**config.mk**
```make
export PLATFORM = sky130hd
export DESIGN_NAME = traffic_step_gen
export DESIGN_NICKNAME = d
export VERILOG_FILES = /design/src/rtl/traffic_pkg.sv /design/src/rtl/traffic_down_counter.sv /design/src/rtl/traffic_step_gen.sv
export SDC_FILE = /design/constraint.sdc
export NUM_CORES = 1
export LEC_CHECK = 0
export CAP_MARGIN = 10
export CORE_UTILIZATION = 50
export CTS_CLUSTER_SIZE = 28
export DETAILED_ROUTE_END_ITERATION = 10
export PLACE_DENSITY = 0.74
export SLEW_MARGIN = 20
export SYNTH_ARGS = -nofsm -noshare
export SYNTH_HDL_FRONTEND = slang
export SYNTH_SLANG_ARGS = --single-unit
```
**constraint.sdc**
```tcl
create_clock -name clk -period 2.4 [get_ports clk]
set_input_delay 0.48 -clock clk [delete_from_list [all_inputs] [get_ports clk]]
set_output_delay 0.48 -clock clk [all_outputs]
set_load 0.05 [all_outputs]
```
**src/rtl/traffic_pkg.sv**
```systemverilog
// Shared definitions for the traffic-light timing stage: RAG phase codes,
// FSM state encoding and small helpers used by the top and the testbench.
package traffic_pkg;

    localparam logic [2:0] PH_RED       = 3'b100;
    localparam logic [2:0] PH_RED_AMBER = 3'b110;
    localparam logic [2:0] PH_GREEN     = 3'b001;
    localparam logic [2:0] PH_AMBER     = 3'b010;

    typedef enum logic [2:0] {
        ST_SYNC,
        ST_COUNT,
        ST_WALK,
        ST_STEP,
        ST_WAIT
    } state_t;

    // True for the four codes the sequencer is allowed to present.
    function automatic logic phase_legal(input logic [2:0] ph);
        return (ph == PH_RED) || (ph == PH_RED_AMBER) ||
               (ph == PH_GREEN) || (ph == PH_AMBER);
    endfunction

    // A dwell of zero cycles makes no sense for a lamp; treat it as one.
    function automatic int clamp_dwell(input int cyc);
        return (cyc < 1) ? 1 : cyc;
    endfunction

endpackage

```
**src/rtl/traffic_down_counter.sv**
```systemverilog
// Load / decrement / zero-flag counter shared by the dwell timer and the
// optional WAIT watchdog. Decrement saturates at zero so it never wraps.
module traffic_down_counter #(
    parameter int CNT_W = 8
) (
    input  logic             clk,
    input  logic             rst,
    input  logic             load_i,
    input  logic [CNT_W-1:0] load_val_i,
    input  logic             dec_i,
    output logic             zero_o
);

    logic [CNT_W-1:0] cnt_q;
    logic [CNT_W-1:0] cnt_d;

    // Load has priority over decrement; hold at zero.
    always_comb begin
        cnt_d = cnt_q;
        if (load_i) begin
            cnt_d = load_val_i;
        end else if (dec_i && (cnt_q != '0)) begin
            cnt_d = cnt_q - 1'b1;
        end
    end

    // Counter register.
    always_ff @(posedge clk or posedge rst) begin
        if (rst) begin
            cnt_q <= '0;
        end else begin
            cnt_q <= cnt_d;
        end
    end

    assign zero_o = (cnt_q == '0);

endmodule

```
**src/rtl/traffic_step_gen.sv**
```systemverilog
// Timing stage feeding the UK traffic-light sequencer. Decodes the RAG
// lamps, holds each phase for its dwell, then issues a one-cycle step
// (the sequencer's clock enable). Pedestrian requests extend red with a
// walk interval. Define TRAFFIC_WATCHDOG_EN to add a WAIT watchdog that
// re-issues step and raises a sticky fault when the sequencer is stuck.
//
// state | meaning
// SYNC  | after reset: adopt the current phase, or step if illegal
// COUNT | phase dwell running
// WALK  | walk lamp on, red extended
// STEP  | step high for this single cycle
// WAIT  | waiting for the sequencer to show a new phase
module traffic_step_gen
    import traffic_pkg::*;
#(
    parameter int CNT_W    = 8,
    parameter int RED_CYC  = 8,
    parameter int RA_CYC   = 2,
    parameter int GRN_CYC  = 10,
    parameter int AMB_CYC  = 3,
    parameter int WALK_CYC = 6,
    parameter int WD_CYC   = 4
) (
    input  logic clk,
    input  logic rst,
    input  logic red,
    input  logic amber,
    input  logic green,
    input  logic ped_req,
    output logic step,
    output logic walk,
    output logic ped_ack,
    output logic fault
);

    // Counter load values are dwell-1: the load cycle itself counts.
    localparam logic [CNT_W-1:0] RED_LD  = CNT_W'(clamp_dwell(RED_CYC) - 1);
    localparam logic [CNT_W-1:0] RA_LD   = CNT_W'(clamp_dwell(RA_CYC) - 1);
    localparam logic [CNT_W-1:0] GRN_LD  = CNT_W'(clamp_dwell(GRN_CYC) - 1);
    localparam logic [CNT_W-1:0] AMB_LD  = CNT_W'(clamp_dwell(AMB_CYC) - 1);
    localparam logic [CNT_W-1:0] WALK_LD = CNT_W'(clamp_dwell(WALK_CYC) - 1);

    function automatic logic [CNT_W-1:0] dwell_ld(input logic [2:0] ph);
        case (ph)
            PH_RED_AMBER: return RA_LD;
            PH_GREEN:     return GRN_LD;
            PH_AMBER:     return AMB_LD;
            default:      return RED_LD;
        endcase
    endfunction

    state_t           state_q;
    logic [2:0]       phase_q;
    logic             ped_pending_q;
    logic             step_q;
    logic             walk_q;
    logic             ped_ack_q;
    logic             fault_q;

    logic [2:0]       phase_now;
    logic             legal_now;
    logic             dwell_zero;
    logic             walk_entry;
    logic             wd_expire;
    logic             cnt_load;
    logic [CNT_W-1:0] cnt_load_val;
    logic             cnt_dec;

    assign phase_now  = {red, amber, green};
    assign legal_now  = phase_legal(phase_now);
    assign walk_entry = (state_q == ST_COUNT) && dwell_zero &&
                        (phase_q == PH_RED) && ped_pending_q;

    // Dwell counter control, mirroring the FSM transitions that load it.
    always_comb begin
        cnt_load     = 1'b0;
        cnt_load_val = dwell_ld(phase_now);
        cnt_dec      = (state_q == ST_COUNT) || (state_q == ST_WALK);
        if ((state_q == ST_SYNC) && legal_now) begin
            cnt_load = 1'b1;
        end else if (walk_entry) begin
            cnt_load     = 1'b1;
            cnt_load_val = WALK_LD;
        end else if ((state_q == ST_WAIT) && legal_now && (phase_now != phase_q)) begin
            cnt_load = 1'b1;
        end
    end

    traffic_down_counter #(.CNT_W(CNT_W)) u_dwell (
        .clk        (clk),
        .rst        (rst),
        .load_i     (cnt_load),
        .load_val_i (cnt_load_val),
        .dec_i      (cnt_dec),
        .zero_o     (dwell_zero)
    );

`ifdef TRAFFIC_WATCHDOG_EN
    localparam logic [CNT_W-1:0] WD_LD = CNT_W'(clamp_dwell(WD_CYC) - 1);

    // WAIT is always entered from STEP, so reload the watchdog there.
    traffic_down_counter #(.CNT_W(CNT_W)) u_watchdog (
        .clk        (clk),
        .rst        (rst),
        .load_i     (state_q == ST_STEP),
        .load_val_i (WD_LD),
        .dec_i      (state_q == ST_WAIT),
        .zero_o     (wd_expire)
    );
`else
    logic wd_cfg_unused;
    assign wd_cfg_unused = (WD_CYC == 0);
    assign wd_expire     = 1'b0;
`endif

    // Sequencing FSM with registered step/walk/ped_ack/fault.
    always_ff @(posedge clk or posedge rst) begin
        if (rst) begin
            state_q       <= ST_SYNC;
            phase_q       <= 3'b000;
            ped_pending_q <= 1'b0;
            step_q        <= 1'b0;
            walk_q        <= 1'b0;
            ped_ack_q     <= 1'b0;
            fault_q       <= 1'b0;
        end else begin
            step_q    <= 1'b0;
            ped_ack_q <= 1'b0;
            if (walk_entry) begin
                ped_pending_q <= 1'b0;
            end else if (ped_req && (state_q != ST_WALK)) begin
                ped_pending_q <= 1'b1;
            end
            case (state_q)
                ST_SYNC: begin
                    if (legal_now) begin
                        phase_q <= phase_now;
                        state_q <= ST_COUNT;
                    end else begin
                        state_q <= ST_STEP;
                        step_q  <= 1'b1;
                    end
                end
                ST_COUNT: begin
                    if (walk_entry) begin
                        state_q   <= ST_WALK;
                        walk_q    <= 1'b1;
                        ped_ack_q <= 1'b1;
                    end else if (dwell_zero) begin
                        state_q <= ST_STEP;
                        step_q  <= 1'b1;
                    end
                end
                ST_WALK: begin
                    if (dwell_zero) begin
                        walk_q  <= 1'b0;
                        state_q <= ST_STEP;
                        step_q  <= 1'b1;
                    end
                end
                ST_STEP: begin
                    state_q <= ST_WAIT;
                end
                ST_WAIT: begin
                    if (!legal_now) begin
                        state_q <= ST_STEP;
                        step_q  <= 1'b1;
                    end else if (phase_now != phase_q) begin
                        phase_q <= phase_now;
                        state_q <= ST_COUNT;
                    end else if (wd_expire) begin
                        fault_q <= 1'b1;
                        state_q <= ST_STEP;
                        step_q  <= 1'b1;
                    end
                end
                default: begin
                    state_q <= ST_SYNC;
                end
            endcase
        end
    end

    assign step    = step_q;
    assign walk    = walk_q;
    assign ped_ack = ped_ack_q;
    assign fault   = fault_q;

endmodule

```
== Word-level counts from Yosys, hierarchy flattened ==
Index checks and enable logic that the tools add are counted.
Storage, ports and cells
  word-level logic and storage cells: 76
  output and inout port bits: 4
  register bits after elaboration: 18
  bits of input ports: 6
Operators by class
  equality and inequality tests: 17
  $add $sub $neg: 1
  mux-type cells: 29
  reductions and logical operators: 22
Operator list (number)
  8-bit two-way mux: 4
  3-bit two-way mux: 7
  3-bit case mux with 5 select lines: 1
  3-bit equality test, second input constant: 4
  1-bit two-way mux: 12
  4-bit case mux with 3 select lines: 1
  3-bit by 2-bit equality test with 1-bit output, second input constant: 3
  1-bit logical AND: 8
  8-bit logical NOT: 1
  2-bit inequality test, second input constant: 4
  2-bit nonzero test: 4
  8-bit nonzero test: 1
  8-bit by 1-bit subtractor with 8-bit output, second input constant: 1
  3-bit by 1-bit equality test with 1-bit output, second input constant: 2
  3-bit by 2-bit inequality test with 1-bit output, second input constant: 2
  3-bit case mux with 2 select lines: 1
  1-bit logical OR: 4
  4-bit AND reduction: 1
  3-bit logical NOT: 1
  3-bit inequality test: 1
  1-bit case mux with 3 select lines: 1
  3-bit AND reduction: 1
  2-bit two-way mux: 1
  2-bit by 1-bit inequality test with 1-bit output, second input constant: 1
  2 further kinds: 2

== Depth between registers and ports, before layout ==
  word-level depth: 10
  depth in mapped cells: 8

== Cells and area by module ==
Synthesis repeated with hierarchy kept, for this count alone.
Second synthesis, totals
  cell total of the unflattened synthesis: 116
  area total of the unflattened synthesis: 1132.3 µm²
Modules (own cells, without submodules)
  traffic_step_gen: instances 1, sequential area each 250.2 µm², area an instance 636.9 µm², cells each 63
  traffic_down_counter: instances 1, sequential area each 200.2 µm², area an instance 495.5 µm², cells each 53

== Worst setup path after synthesis ==
OpenSTA, ideal clock, no wires.
  path kind: register to register
  start: register u_dwell.cnt_q[0]
  end: register state_q[0]
  path buffers: 0
  data required time: 2.274 ns
  stages on the path, launching flop included: 9
  slack: 0.285 ns
  library setup time: 0.126 ns
  arrival time: 1.989 ns
  cell sequence: dfrtp_1 > inv_1 > ha_1 > nor3b_1 > nand2_2 > or4_4 > clkinv_2 > nor3_1 > o32a_1
Between the ends
  cells in the longest elaborated chain, start to end: 6
  elaborated cells between the ends (all ways): 7
  those cells by class: 3 x mux; 4 x reduce/logical
Ends and longest elaborated chain
  from (decl): line traffic_down_counter.sv:14  | logic [CNT_W-1:0] cnt_q;
  from (signal assigned): line traffic_down_counter.sv:32  | cnt_q <= cnt_d;
  8-bit logical NOT *: line traffic_down_counter.sv:36  | assign zero_o = (cnt_q == '0);
  1-bit logical AND (2 in series): line traffic_step_gen.sv:71  | assign walk_entry = (state_q == ST_COUNT) && dwell_zero &&
  1-bit logical AND: line traffic_step_gen.sv:72  | (phase_q == PH_RED) && ped_pending_q;
  3-bit two-way mux: line traffic_step_gen.sv:145  | if (walk_entry) begin
  3-bit case mux with 5 select lines *: line traffic_step_gen.sv:134  | case (state_q)
  to (signal assigned): line traffic_step_gen.sv:138  | state_q <= ST_COUNT;
  to (signal assigned): line traffic_step_gen.sv:146  | state_q <= ST_WALK;
  to (signal assigned): line traffic_step_gen.sv:150  | state_q <= ST_STEP;
  to (decl): line traffic_step_gen.sv:52  | state_t state_q;
Every way passes the cells marked *; elsewhere a longest branch is shown, timed or not.
A chain may end at the register's enable or synchronous reset.

== Final worst setup path ==
Same ends and word-level chain as after synthesis.

==> summary.log <==
[finish] post-layout instance count excluding filler cells 140
[setup_path] Setup Crit Path Kind flop to flop
[die] I/O Pins 10
[power] Clock Power Share 10.9%
[die] width of the die 47.30 µm
[sta] Period Utilization, post-route 92.06%
[setup_path] data arrival time of the critical path 2.39 ns
[drt] routed len/inst 13.09 µm
[drt] vias 761
[die] initial core utilization 52.84%
[sta] min cycle time layout 2.210 ns
[drt] average vias per placed instance 5.436
[global_route] first-pass GRT wire length 2.884 mm
[finish] area taken by flip-flops and latches 450.4 µm²
[worst_hold_path] number of instances on the worst hold path 2
[logic_synthesis] Synth Net Count 110
[clock_network] deepest clock path buffer count 2
[finish] Ant. Diodes 0
[placed_design] Final HPWL DP 1.358 mm
[die] row count 16
[clock_network] post-CTS setup buffers 0
[sta] clock tree skew after final layout 0.001446 ns
[logic_synthesis] part of the Yosys area used for sequential elements 43.90%
[placed_design] Placed Instances 137
[power] design internal power 809.3 µW
[power] NetSw 540.2 µW
[logic_synthesis] FF+latch count, synth 18
[placed_design] GP Congestion 0.7994
[logic_synthesis] top_reg_cell synth dfrtp_1
[setup_path] CP Capture Type flop
[logic_synthesis] FFs w/ async S/R, synth 100.0%
[global_route] total track usage 18.68%
[setup_path] startpoint kind of the worst setup timing path flop
[die] die outline area 0.002237 mm²
[logic_synthesis] library cell with the largest summed area after synthesis dfrtp_1
[logic_synthesis] number of different library cells in the post-synthesis netlist 35
[sta] worst relative slew slack 54.79%
[sta] worst-margin pin slew 0.6774 ns
[sta] number of pins with negative max-slew slack in the final report 0
[finish] area added between synthesis and finish 12.44%
[drt] number of detailed-route iterations in the first pass 4
[clock_network] Clock Sinks 18
[die] core area 0.001942 mm²
[finish] share of post-route cells with drive strength above 1 16.81%
[setup_path] worst setup slack for register-to-register paths 0.19 ns
[clock_network] master cell of the clock root buffer clkbuf_4
[drt] number of nets still failing antenna checks after routing 0
[logic_synthesis] average footprint of a synthesized cell 10.06 µm²
[power] sequential cell fraction of total power 41.4%
[logic_synthesis] top cell type's share of synthesized area 43.90%
[clock_network] clock latency reported for the late side of the worst-skew pair 0.29 ns
[global_route] initial antenna violation count 0
[finish] total of fill cells in the finished design 172
[sta] maximum clock frequency 452.6 MHz
[status] result of the run complete, no violations
[power] PD cells 1170 mW/mm²
[clock_network] number of buffers added to fix hold violations after cts 0
[drt] post-detailed-routing wire length 1.832 mm
[setup_path] Slowest cell on crit path or4_4
[worst_hold_path] Hold Path Origin walk
[setup_path] delay of the slowest cell on the worst path 0.58 ns
[finish] area occupied by multi-input gates 516.7 µm²
[setup_path] Crit path buffers/inverters 2
[setup_path] Critical Path RT 2.58 ns
[setup_path] reg2reg end state_q[0]
[clock_network] CTS buffer count 3
[global_route] GRT overflow 0
[setup_path] Largest delay share family, worst path simple AND/OR/NAND/NOR gates
[clock_network] H-tree depth 1
[power] peak ir drop on the vdd network 0.0005783 V
[setup_path] critical-path maximum fanout 5
[die] Die Height 47.30 µm
[sta] Final TNS setup 0 ns
[power] leakage power 0.0005094 µW
[finish] count of nets after finishing 123
[logic_synthesis] Post-synth EDFFs 0
[logic_synthesis] Area contributors post-synth dfrtp_1, mux2_2, xnor2_1
[logic_synthesis] Post-Syn Area 0.001026 mm²
[clock_network] TritonCTS clock tree built
[flow_run] max-cap check violation count 0
[power] net switching share of the total power 40.03%
[setup_path] startpoint of the most critical register-to-register path u_dwell.cnt_q[0]
[clock_network] register clock-pin slew on the reported worst setup and hold paths 0.09 ns
[sta] Final Hold Fails 0
[setup_path] R2R depth 8
[setup_path] critical-path cell list inv_1, ha_1, nor3b_2, nand2_2, or4_4, clkinv_2, nor3_1, o32a_1
[worst_hold_path] worst hold path endpoint walk
[logic_synthesis] warnings from Yosys 0
[global_route] number of global-route vias before repair 684
[power] combinational power share 47.6%
[logic_synthesis] instance count of the mapped netlist 102
[drt] initial detailed-routing violation count 21
[drt] DRC viols 0
[placed_design] PortBufs 8
[worst_hold_path] class of the worst hold path flop to flop
[sta] final setup violation count 0
[global_route] largest net degree at the start of global routing 19
[sta] unrepaired setup endpoints after global routing false
-- cell families (layout without fill, tap and decap cells) --
kind of cell	Yosys count	in the layout	synth area share, %
simple gates	40	40	21.10
flops	18	18	43.90
compound gates	16	16	11.10
xor+xnor	11	11	9.390
buf+inv	9	20	6.218
mux	5	5	5.487
fa+ha+maj	2	2	2.439
other cells	1	1	0.3655
-- power by group through the flow --
stage | Clock [µW] | Combinational [µW] | Sequential, µW
global placement | 0 | 629 | 558
detailed placement | 0 | 637 | 562
global route | 164 | 711 | 577
floorplan | 0 | 494 | 556
finish | 148 | 643 | 559
CTS | 151 | 643 | 555
-- metrics by stage --
stage | hold slack [ns] | power [µW] | worst slack, ns | utilization (%) | instance area (µm²)
2_1_floorplan | 0.4186 | 1050 | 0.2847 | - | 1026
3_3_place_gp | 0.4858 | 1187 | 0.1074 | 57.99 | 1126
3_5_place_dp | 0.4967 | 1199 | 0.08132 | 57.99 | 1126
4_1_cts | 0.5168 | 1350 | 0.04783 | 59.15 | 1149
5_1_grt | 0.5698 | 1453 | 0.09599 | 59.41 | 1154
6_report | 0.5104 | 1350 | 0.1905 | 59.41 | 1154
-- cell type report --
cell class	count	area share, %
well taps	27	2.928
inverters	5	1.735
repair buffers	12	9.544
clock buffers	3	1.952
flip-flops and latches	18	39.05
multi-input cells	75	44.79
-- registers in the layout (all words and copies together), names as in the netlist --
register       flops
ped_ack            1
ped_pending_q      1
phase_q            3
state_q            3
step               1
u_dwell.cnt_q      8
walk               1
-- cells in the mapped netlist, drive strengths merged, types with 2 or more instances --
cell	instances
dfrtp	18
nor2	12
nand2	9
xnor2	6
mux2	5
xor2	5
inv	4
nor3	4
o21ai	4
a21oi	3
buf	3
nand3	3
ha	2
nand2b	2
nand4	2
nor3b	2
o32a	2
-- worst max path at each step --
stage	start	to	slack (ns)	cells past startpoint
after global placement	u_dwell.cnt_q[0]	state_q[0]	0.11	8
after CTS	u_dwell.cnt_q[0]	state_q[0]	0.05	8
final	u_dwell.cnt_q[0]	state_q[0]	0.19	8
after global routing	u_dwell.cnt_q[0]	state_q[0]	0.1	8
after detailed placement	u_dwell.cnt_q[0]	state_q[0]	0.08	8
after floorplan	u_dwell.cnt_q[0]	state_q[0]	0.28	8
-- routing by layer --
layer / share of wire, % / GRT usage, % / routed length (µm)
met2: 46 / 30.68 / 839
met1: 49 / 24.40 / 896
met4: 1.7 / 6.857 / 32
met5: 0 / 0 / 0
met3: 3.5 / 3.462 / 64
-- worst reg2reg max path, delay by kind of cell, from the launching register on --
| kind | cells | cell delay, ns |
|---|---|---|
| simple gates | 4 | 1.00 |
| buf+inv | 2 | 0.21 |
| flops | 1 | 0.41 |
| fa+ha+maj | 1 | 0.15 |
| compound gates | 1 | 0.34 |
-- timing repair --
| action | 4_1_cts | 5_1_grt |
|---|---|---|
| setup endpoints to repair | 0 | 1 |
| resized for setup | 0 | 1 |
| endpoints found under the hold margin | 0 | 0 |
-- placed cells by master (no fill, tap or decap), types with 3 or more instances in the layout --
cell type / count
nor3_1: 4
clkbuf_4: 3
xnor2_1: 6
a21oi_1: 3
o21ai_0: 4
nor2_1: 12
mux2_2: 5
dfrtp_1: 18
clkdlybuf4s50_1: 8
inv_1: 4
nand3_1: 3
xor2_1: 5
buf_4: 4
nand2_1: 8
Power figures use the tool's default switching activity.
